<file path="config.mk">
export PLATFORM = sky130hd
export DESIGN_NAME = tape_in_fsk_decoder_flat
export DESIGN_NICKNAME = d
export VERILOG_FILES = /design/src/rtl/tape_in_fsk_decoder_if.sv /design/src/rtl/tape_in_fsk_decoder.sv /design/src/flat_wrapper.sv
export SDC_FILE = /design/constraint.sdc
export NUM_CORES = 1
export LEC_CHECK = 0
export ABC_AREA = 1
export CORE_AREA = 2 2 59 61
export CTS_CLUSTER_SIZE = 10
export DETAILED_ROUTE_END_ITERATION = 10
export DIE_AREA = 0 0 61 63
export MAX_ROUTING_LAYER = met4
export PLACE_DENSITY = 0.68
export SETUP_SLACK_MARGIN = 0.15
export SYNTH_ARGS = -nofsm -noshare
export SYNTH_HDL_FRONTEND = slang
export SYNTH_SLANG_ARGS = --single-unit
</file>
<file path="constraint.sdc">
create_clock -name CLKSYS -period 2.3 [get_ports CLKSYS]
set_input_delay 0.46 -clock CLKSYS [delete_from_list [all_inputs] [get_ports CLKSYS]]
set_output_delay 0.46 -clock CLKSYS [all_outputs]
set_load 0.02 [all_outputs]
</file>
<file path="src/rtl/tape_in_fsk_decoder_if.sv">
// Sample stream into the cassette FSK decoder and the decoded bit stream out of it.
interface tape_in_fsk_decoder_if;
    logic       sample_valid;
    logic [7:0] unsigned_audio;
    logic       sq_out;
    logic       carrier;
    logic       bit_valid;
    logic       bit_out;

    // Audio source side: drives samples, observes decoder results.
    modport master (
        output sample_valid,
        output unsigned_audio,
        input  sq_out,
        input  carrier,
        input  bit_valid,
        input  bit_out
    );

    // Decoder side: consumes samples, produces slicer level, carrier and bits.
    modport slave (
        input  sample_valid,
        input  unsigned_audio,
        output sq_out,
        output carrier,
        output bit_valid,
        output bit_out
    );
endinterface

</file>
<file path="src/rtl/tape_in_fsk_decoder.sv">
// Cassette read path: slices 8-bit tape audio with hysteresis, times each
// rising-edge-to-rising-edge cycle and turns 1200/2400 Hz cycles into FM-7 bits
// (one long cycle = 0, two short cycles = 1) while the motor relay is on.
module tape_in_fsk_decoder #(
    parameter logic [7:0] HI_TH     = 8'd144,
    parameter logic [7:0] LO_TH     = 8'd112,
    parameter int         SPLIT     = 30,
    parameter int         MIN_PER   = 12,
    parameter int         MAX_PER   = 56,
    parameter int         CARRIER_N = 16
) (
    input  logic                  CLKSYS,
    input  logic                  RESET,
    input  logic                  motor,
    tape_in_fsk_decoder_if.slave  bus
);

    typedef enum logic [1:0] {
        WAIT_EDGE,
        MEASURE,
        HALF_ONE
    } state_t;

    localparam int                GOOD_W      = $clog2(CARRIER_N + 1);
    localparam logic [7:0]        SPLIT_P     = 8'(SPLIT);
    localparam logic [7:0]        MIN_P       = 8'(MIN_PER);
    localparam logic [7:0]        MAX_P       = 8'(MAX_PER);
    // A non-edge sample at this count means any later edge would exceed MAX_PER.
    localparam logic [7:0]        TIMEOUT_CNT = 8'(MAX_PER - 1);
    localparam logic [GOOD_W-1:0] GOOD_MAX    = GOOD_W'(CARRIER_N);

    state_t            state_q, state_d;
    logic              sq_q, sq_d;
    logic [7:0]        cnt_q, cnt_d;
    logic [GOOD_W-1:0] good_q, good_d;
    logic              carrier_q, carrier_d;
    logic              bit_valid_q, bit_valid_d;
    logic              bit_out_q, bit_out_d;

    logic              next_sq;
    logic              rise;
    logic [7:0]        period;
    logic              is_short;
    logic              is_invalid;
    logic [GOOD_W-1:0] good_inc;

    // Hysteresis slicer: set at or above HI_TH, clear at or below LO_TH, else hold.
    always_comb begin
        next_sq = sq_q;
        if (bus.unsigned_audio >= HI_TH) begin
            next_sq = 1'b1;
        end else if (bus.unsigned_audio <= LO_TH) begin
            next_sq = 1'b0;
        end
    end

    // Outside WAIT_EDGE the timeout keeps cnt below MAX_PER, so cnt+1 cannot wrap
    // where the period is actually used.
    assign rise       = !sq_q && next_sq;
    assign period     = cnt_q + 8'd1;
    assign is_short   = period < SPLIT_P;
    assign is_invalid = (period < MIN_P) || (period > MAX_P);
    assign good_inc   = (good_q == GOOD_MAX) ? good_q : good_q + 1'b1;

    // Next-state logic: slicer, period counter, cycle classifier, carrier and bit emission.
    always_comb begin
        // NOTE: every _d signal takes its hold value first, so no path leaves it unassigned (no latch).
        state_d     = state_q;
        sq_d        = sq_q;
        cnt_d       = cnt_q;
        good_d      = good_q;
        carrier_d   = carrier_q;
        bit_valid_d = 1'b0;
        bit_out_d   = bit_out_q;

        if (!motor) begin
            // Relay off: idle everything and forget any half-received bit.
            state_d   = WAIT_EDGE;
            sq_d      = 1'b0;
            cnt_d     = '0;
            good_d    = '0;
            carrier_d = 1'b0;
            bit_out_d = 1'b0;
        end else if (bus.sample_valid) begin
            sq_d = next_sq;
            if (rise) begin
                cnt_d = '0;
                if (state_q == WAIT_EDGE) begin
                    // First edge only opens a measurement window.
                    state_d = MEASURE;
                end else if (is_invalid) begin
                    // Glitch or dropout: restart measuring from this edge.
                    good_d    = '0;
                    carrier_d = 1'b0;
                    state_d   = MEASURE;
                end else begin
                    good_d    = good_inc;
                    carrier_d = (good_inc == GOOD_MAX);
                    if (state_q == HALF_ONE) begin
                        // Second short completes a 1; a long here orphans the half and reads as 0.
                        bit_valid_d = 1'b1;
                        bit_out_d   = is_short;
                        state_d     = MEASURE;
                    end else if (is_short) begin
                        state_d = HALF_ONE;
                    end else begin
                        bit_valid_d = 1'b1;
                        bit_out_d   = 1'b0;
                    end
                end
            end else begin
                if (cnt_q != 8'hFF) begin
                    cnt_d = cnt_q + 8'd1;
                end
                if ((state_q != WAIT_EDGE) && (cnt_q == TIMEOUT_CNT)) begin
                    good_d    = '0;
                    carrier_d = 1'b0;
                    state_d   = WAIT_EDGE;
                end
            end
        end
    end

    // State and registered outputs with synchronous active-high reset.
    always_ff @(posedge CLKSYS) begin
        // NOTE: sequential state uses non-blocking assignments so all flops update together.
        if (RESET) begin
            state_q     <= WAIT_EDGE;
            sq_q        <= 1'b0;
            cnt_q       <= '0;
            good_q      <= '0;
            carrier_q   <= 1'b0;
            bit_valid_q <= 1'b0;
            bit_out_q   <= 1'b0;
        end else begin
            state_q     <= state_d;
            sq_q        <= sq_d;
            cnt_q       <= cnt_d;
            good_q      <= good_d;
            carrier_q   <= carrier_d;
            bit_valid_q <= bit_valid_d;
            bit_out_q   <= bit_out_d;
        end
    end

    assign bus.sq_out    = sq_q;
    assign bus.carrier   = carrier_q;
    assign bus.bit_valid = bit_valid_q;
    assign bus.bit_out   = bit_out_q;

endmodule

</file>
<file path="src/flat_wrapper.sv">
// flat-port wrapper written by rule: the top's interface ports become plain ports
module tape_in_fsk_decoder_flat 
#(
    parameter logic [7:0] HI_TH     = 8'd144,
    parameter logic [7:0] LO_TH     = 8'd112,
    parameter int         SPLIT     = 30,
    parameter int         MIN_PER   = 12,
    parameter int         MAX_PER   = 56,
    parameter int         CARRIER_N = 16
)
  (CLKSYS, RESET, motor, bus_sample_valid, bus_unsigned_audio, bus_sq_out, bus_carrier, bus_bit_valid, bus_bit_out);
  tape_in_fsk_decoder_if bus_i ();
  input  logic CLKSYS;
  input  logic RESET;
  input  logic motor;
  input wire logic [$bits(bus_i.sample_valid)-1:0] bus_sample_valid;
  input wire logic [$bits(bus_i.unsigned_audio)-1:0] bus_unsigned_audio;
  output wire logic [$bits(bus_i.sq_out)-1:0] bus_sq_out;
  output wire logic [$bits(bus_i.carrier)-1:0] bus_carrier;
  output wire logic [$bits(bus_i.bit_valid)-1:0] bus_bit_valid;
  output wire logic [$bits(bus_i.bit_out)-1:0] bus_bit_out;
  assign bus_i.sample_valid = bus_sample_valid;
  assign bus_i.unsigned_audio = bus_unsigned_audio;
  assign bus_sq_out = bus_i.sq_out;
  assign bus_carrier = bus_i.carrier;
  assign bus_bit_valid = bus_i.bit_valid;
  assign bus_bit_out = bus_i.bit_out;
  tape_in_fsk_decoder #(.HI_TH(HI_TH), .LO_TH(LO_TH), .SPLIT(SPLIT), .MIN_PER(MIN_PER), .MAX_PER(MAX_PER), .CARRIER_N(CARRIER_N)) u_core (.CLKSYS(CLKSYS), .RESET(RESET), .motor(motor), .bus(bus_i));
endmodule
</file>
# After elaboration in Yosys (flattened, before gate mapping)
# Index checks and enable logic that the tools add are counted.
totals:
  regBits: 19
  latch_bits: 0
  ramBits: 0
  mem_bits_ro: 0
  word_cells: 64
  n_memories: 0
op_classes:
  addsub: 2
  multipliers: 0
  div: 0
  magnitude_cmp: 5
  n_eq_ne: 8
  shift: 0
  muxes: 23
  bitwise: 5
  reduce_logical: 14
op_table:
  columns: ["cell", "n"]
  rows:
  - ["$mux W5", 5]
  - ["$mux W8", 2]
  - ["$mux W2", 6]
  - ["$eq A5 B5 Y1 const B", 2]
  - ["$mux W1", 10]
  - ["$add A8 B1 Y8 const B", 1]
  - ["$eq A8 B6 Y1 const B", 1]
  - ["$ge A8 B8 Y1 const B", 1]
  - ["$gt A8 B6 Y1 const B", 1]
  - ["$le A8 B7 Y1 const B", 1]
  - ["$lt A8 B4 Y1 const B", 1]
  - ["$lt A8 B5 Y1 const B", 1]
  - ["$ne A8 B8 Y1 const B", 1]
  - ["$reduce_and A3 Y1", 2]
  - ["$reduce_bool A2 Y1", 3]
  - ["$reduce_or A6 Y1", 1]
  - ["$add A5 B1 Y5 const B", 1]
  - ["$ne A5 B5 Y1 const B", 1]
  - ["$not A1 Y1", 5]
  - ["$reduce_and A5 Y1", 1]
  - ["$ne A2 B2 Y1 const B", 2]
  - ["$eq A2 B2 Y1 const B", 1]
  - ["$logic_and A1 B1 Y1", 2]
  - ["$logic_not A2 Y1", 1]
  - ["4 further kinds", 4]

# Logic depth before layout (Yosys ltp)
logic_depth:
  word_depth: 7
  mapped_depth: 14
  mapped_depth_nobuf: 14

# Worst setup path before layout
# OpenSTA, ideal clock, no wires.
synth_timing:
  kind: "input to register"
  startpoint: "input port bus_unsigned_audio[4]"
  endpoint: "register u_core.bit_out_q, in the netlist u_core.bus.bit_out"
  setup_ns: 0.110
  arrival_ns: 1.565
  required_ns: 2.190
  path_slack_ns: 0.625
  stages: 9
  n_path_buf: 0
  cell_sequence: "inv_1 -> nand3_1 -> nand3_1 -> o21ai_2 -> o211ai_4 -> nor3_4 -> nand2_2 -> nand2_1 -> nor2_2"
synth_between:
  elab_chain_cells: 5
  word_cells_on_any_way: 6
synth_rtl:
  columns: ["element", "line_no", "source"]
  rows:
  - ["start: declaration", "flat_wrapper.sv:17", "input wire logic [$bits(bus_i.unsigned_audio)-1:0] bus_unsigned_audio;"]
  - ["$le A8 B7 Y1", "tape_in_fsk_decoder.sv:52", "end else if (bus.unsigned_audio <= LO_TH) begin"]
  - ["$mux W1", "tape_in_fsk_decoder.sv:52", null]
  - ["$mux W1 *", "tape_in_fsk_decoder.sv:50", "if (bus.unsigned_audio >= HI_TH) begin"]
  - ["$logic_and A1 B1 Y1 *", "tape_in_fsk_decoder.sv:59", "assign rise = !sq_q && next_sq;"]
  - ["$reduce_and A5 Y1 (no source line) *", null, null]
  - ["end signal: assignment", "tape_in_fsk_decoder.sv:142", "bit_out_q <= bit_out_d;"]
  - ["end: declaration", "tape_in_fsk_decoder.sv:38", "logic bit_out_q, bit_out_d;"]
# Mark *: on every way between the ends. The rest lies on a longest branch, timed or not.
# A chain may end at the register's enable or synchronous reset.

# Worst setup path in the final report
layout_timing:
  startpoint: "register u_core.cnt_q[0]"
  endpoint: "register u_core.bit_out_q, in the netlist u_core.bus.bit_out"
layout_between:
  elab_chain_cells: 5
  word_cells_on_any_way: 9
layout_rtl:
  columns: ["element", "line_no", "source"]
  rows:
  - ["start: declaration", "tape_in_fsk_decoder.sv:34", "logic [7:0] cnt_q, cnt_d;"]
  - ["start signal: assignment", "tape_in_fsk_decoder.sv:138", "cnt_q <= cnt_d;"]
  - ["$add A8 B1 Y8 *", "tape_in_fsk_decoder.sv:60", "assign period = cnt_q + 8'd1;"]
  - ["branches (longest 4 deep; another with $lt A8 B5 Y1)", null, null]
# Mark *: on every way between the ends.

==> metrics.md <==
| Metric | Value |
|---|---|
| Status | completed |
| Initial antenna violation count | 0 |
| N_diodes | 0 |
| Register area | roughly 380 um2 |
| Width of the die | 61 um |
| Netlist Area Pre-Place | approximately 0.0012 mm2 |
| Achievable frequency | approximately 0.54 GHz |
| Vias | ~1200 |
| Total internal power | roughly 430 uW |
| # clock sinks | 19 |
| Worst skew pair latency | about 300 ps |
| Post-CTS setup buffers | 0 |
| Synthesized Nets | 203 |
| Final #Nets | 223 |
| Fin crit share | between 70% and 80% |
| PortBufs | 15 |
| Routed WL per cell | roughly 9.8 um |
| TritonCTS clock tree | yes |
| Required @ worst endpoint | between 2000 and 3000 ps |
| Die ar. | 0.00384 mm2 |
| First-pass iteration count of the detailed router | 4 |
| Vias per cell | 4.67 |
| Final Hold Vio Count | 0 |
| Setup violations, final | 0 |
| Pins over their slew limit | 0 |
| Clk pwr share | 30.5% |
| Area growth, synth to finish | 19.8% |
| Avg Cell Area, Syn | around 6.5 um2 |
| Setup TNS | 0 ps |
| Hold Startpoint | u_core.bus.carrier$_SDFFE_PP0P_ |
| H-tree depth | 1 |
| GRT overflow | 0 |
| Initial Util | 37.7% |
| Hpwl dp | just under 2000 um |
| CTS Buf Count | 3 |
| Worst r2r src | u_core.cnt_q[0]$_SDFFE_PP0P_ |
| Filler cells | around 350 |
| Post-route antenna net violation count | 0 |
| Crit-path max cell delay | between 400 and 500 ps |
| # DRC | 0 |
| I/O Pins | 16 |
| Sequential element share of the synthesized area | 31.2% |
| CP Class | reg2reg |
| Fraction of registers with async set/reset | 0% |
| CP startpoint | u_core.cnt_q[0]$_SDFFE_PP0P_ |
| Core ar. | 0.00323 mm2 |
| HP Class | reg2reg |
| Worst-case clock buffer depth | 2 |
| Vias in the first global route | approximately 1100 |
| Period minus WS final | about 1800 ps |
| Global-route wire length before repair | roughly 4500 um |
| Pwr/cell area | between 300 and 400 mW/mm2 |
| Pin count of the biggest net entering global routing | 17 |
| GRT Util Overall | 15.4% |
| Core Rows | 21 |
| CP Max Fanout | 6 |
| Layout cells sized above 1 | roughly 9% |
| Crit. End Element | register |
| Multi-input gate area | a little over 700 um2 |
| Reg power frac | approximately three fifths |
| Sw frac | approximately a quarter |
| Register clock-pin slew on the reported worst setup and hold paths | 110 ps |
| Clock Skew | about 3.6 ps |
| Top FF cell, synth | dfxtp_1 |
| Post-cts resize count | 0 |
| Rel. slew slack | 65.2% |
| Fin cells | roughly 250 |
| CTS Hold Bufs | 0 |
| Slew @ Worst Pin | 519 ps |
| NetSw | between 100 and 150 uW |
| First DRT Iteration DRCs | 70 |
| CP max-delay cell | dfxtp_1 |
| Clk root buf | clkbuf_4 |
| Worst setup SP type | register |
| CP arrival | between 2000 and 2500 ps |
| Number of cells after detailed placement | approximately 250 |
| GP Congestion | 0.924 |
| Total routed wirelength | approximately 2500 um |
| Synth Register Bits | 19 |
| MaxCap Viol Count | 0 |
| RSZ-0062 raised after global routing | false |
| Comb power frac | 11.2% |
| Post-synthesis cell type count | 27 |
| Synth Instances | ~190 |
| Leakage | slightly below 0.0006 uW |
| Critical-path cell list | ha_1, nand3_1, o21ai_1, nand2_1, nor2_4, nand2_2, nor3_4, nand2_2, nand2_1, inv_1, nor2_2 |
| Worst vdd ir | around 0.00029 V |
| Yosys Warn Count | 0 |
| Number of enable flip-flop cells after synthesis | 0 |
| Chip Height | 63 um |
[cell usage in the layout, fill, tap and decap left out, types with 3 or more instances in the layout]
cell type	instances
clkdlybuf4s50_1	15
o21ai_0	4
nor3_1	3
inv_1	30
clkbuf_4	3
nand2_2	5
nor2_1	16
nand2_1	49
a22oi_1	4
a21oi_1	13
ha_1	4
nand3_1	18
dfxtp_1	19
nand4_1	3
[area by class of cell]
| type | count | share of cell area, % |
|---|---|---|
| multi-input combinational | 135 | 48.9 |
| clock buffer | 3 | 1.54 |
| timing repair buffer | 17 | 11.3 |
| tap | 46 | 3.94 |
| inverter | 31 | 7.96 |
| sequential | 19 | 26.0 |
| clock inverter | 1 | 0.342 |
[cell families (layout without fill, tap and decap cells)]
logic type / after synthesis / after routing / share of synthesized area, %
xor+xnor: 2 / 2 / 1.44
flops: 19 / 19 / 31.2
fa+ha+maj: 4 / 4 / 4.10
compound gates: 28 / 28 / 15.0
simple gates: 101 / 101 / 38.1
buf+inv: 33 / 52 / 10.3
[flip-flops by register name, indices dropped and copies added (netlist names)]
| register | cells |
|---|---|
| u_core.cnt_q | 8 |
| u_core.good_q | 5 |
| u_core.state_q | 2 |
| u_core.bus.bit_out | 1 |
| u_core.bus.bit_valid | 1 |
| u_core.bus.carrier | 1 |
| u_core.bus.sq_out | 1 |
[synth_stat cells (3+ instances only)]
library cell / n / area (um2)
o21ai_0: 4 / 20.0
nand2_2: 5 / 31.3
dfxtp_1: 19 / 380
nand3_1: 18 / 90.1
nand2_1: 49 / 184
nor2_1: 16 / 60.1
nor3_1: 3 / 15.0
a22oi_1: 4 / 30.0
a21oi_1: 13 / 65.1
inv_1: 30 / 113
nand4_1: 3 / 18.8
ha_1: 4 / 50.1
[power groups by stage]
stage / combinational [uW] / clock, uW / sequential, uW
4_1_cts: 65.3 / 182 / 334
3_5_place_dp: 65.0 / 0 / 341
3_3_place_gp: 64.8 / 0 / 341
2_1_floorplan: 31.7 / 0 / 341
6_report: 64.4 / 175 / 334
5_1_grt: 72.2 / 197 / 334
[through the flow]
stage	util [%]	power (uW)	area, um2	setup slack (ps)	hold WS (ps)
finish	45.2	573	1460	462	479
global route	45.2	603	1460	233	483
CTS	45.2	581	1460	432	480
detailed placement	44.4	406	1430	174	463
global placement	44.4	406	1430	195	460
floorplan	-	373	1220	625	450
[routing by layer]
layer	global-route usage [%]	part of all wire, %	vias up
met5	-	0	-
met4	3.26	0.61	0
met3	4.35	3.6	2
met2	25.3	49	18
met1	18.4	46	515
li1	-	-	642
[path summary, 6_finish.rpt]
path                                     end  slack [ps]  cells past startpoint
max          u_core.bus.bit_out$_SDFFE_PP0P_         460                     11
min          u_core.bus.carrier$_SDFFE_PP0P_         480                      2
max reg2reg  u_core.bus.bit_out$_SDFFE_PP0P_         460                     11
min reg2reg  u_core.bus.carrier$_SDFFE_PP0P_         480                      2
[worst max-delay path, delay by kind of cell, from the launching register on]
kind,cells,cell delay (ps)
AOI/OAI and AO/OA,1,160
adders and majority gates,1,200
buffers and inverters,1,40
DFF,1,440
and+or+nand+nor,8,950
Note: power is estimated with default switching activity, not from simulation.
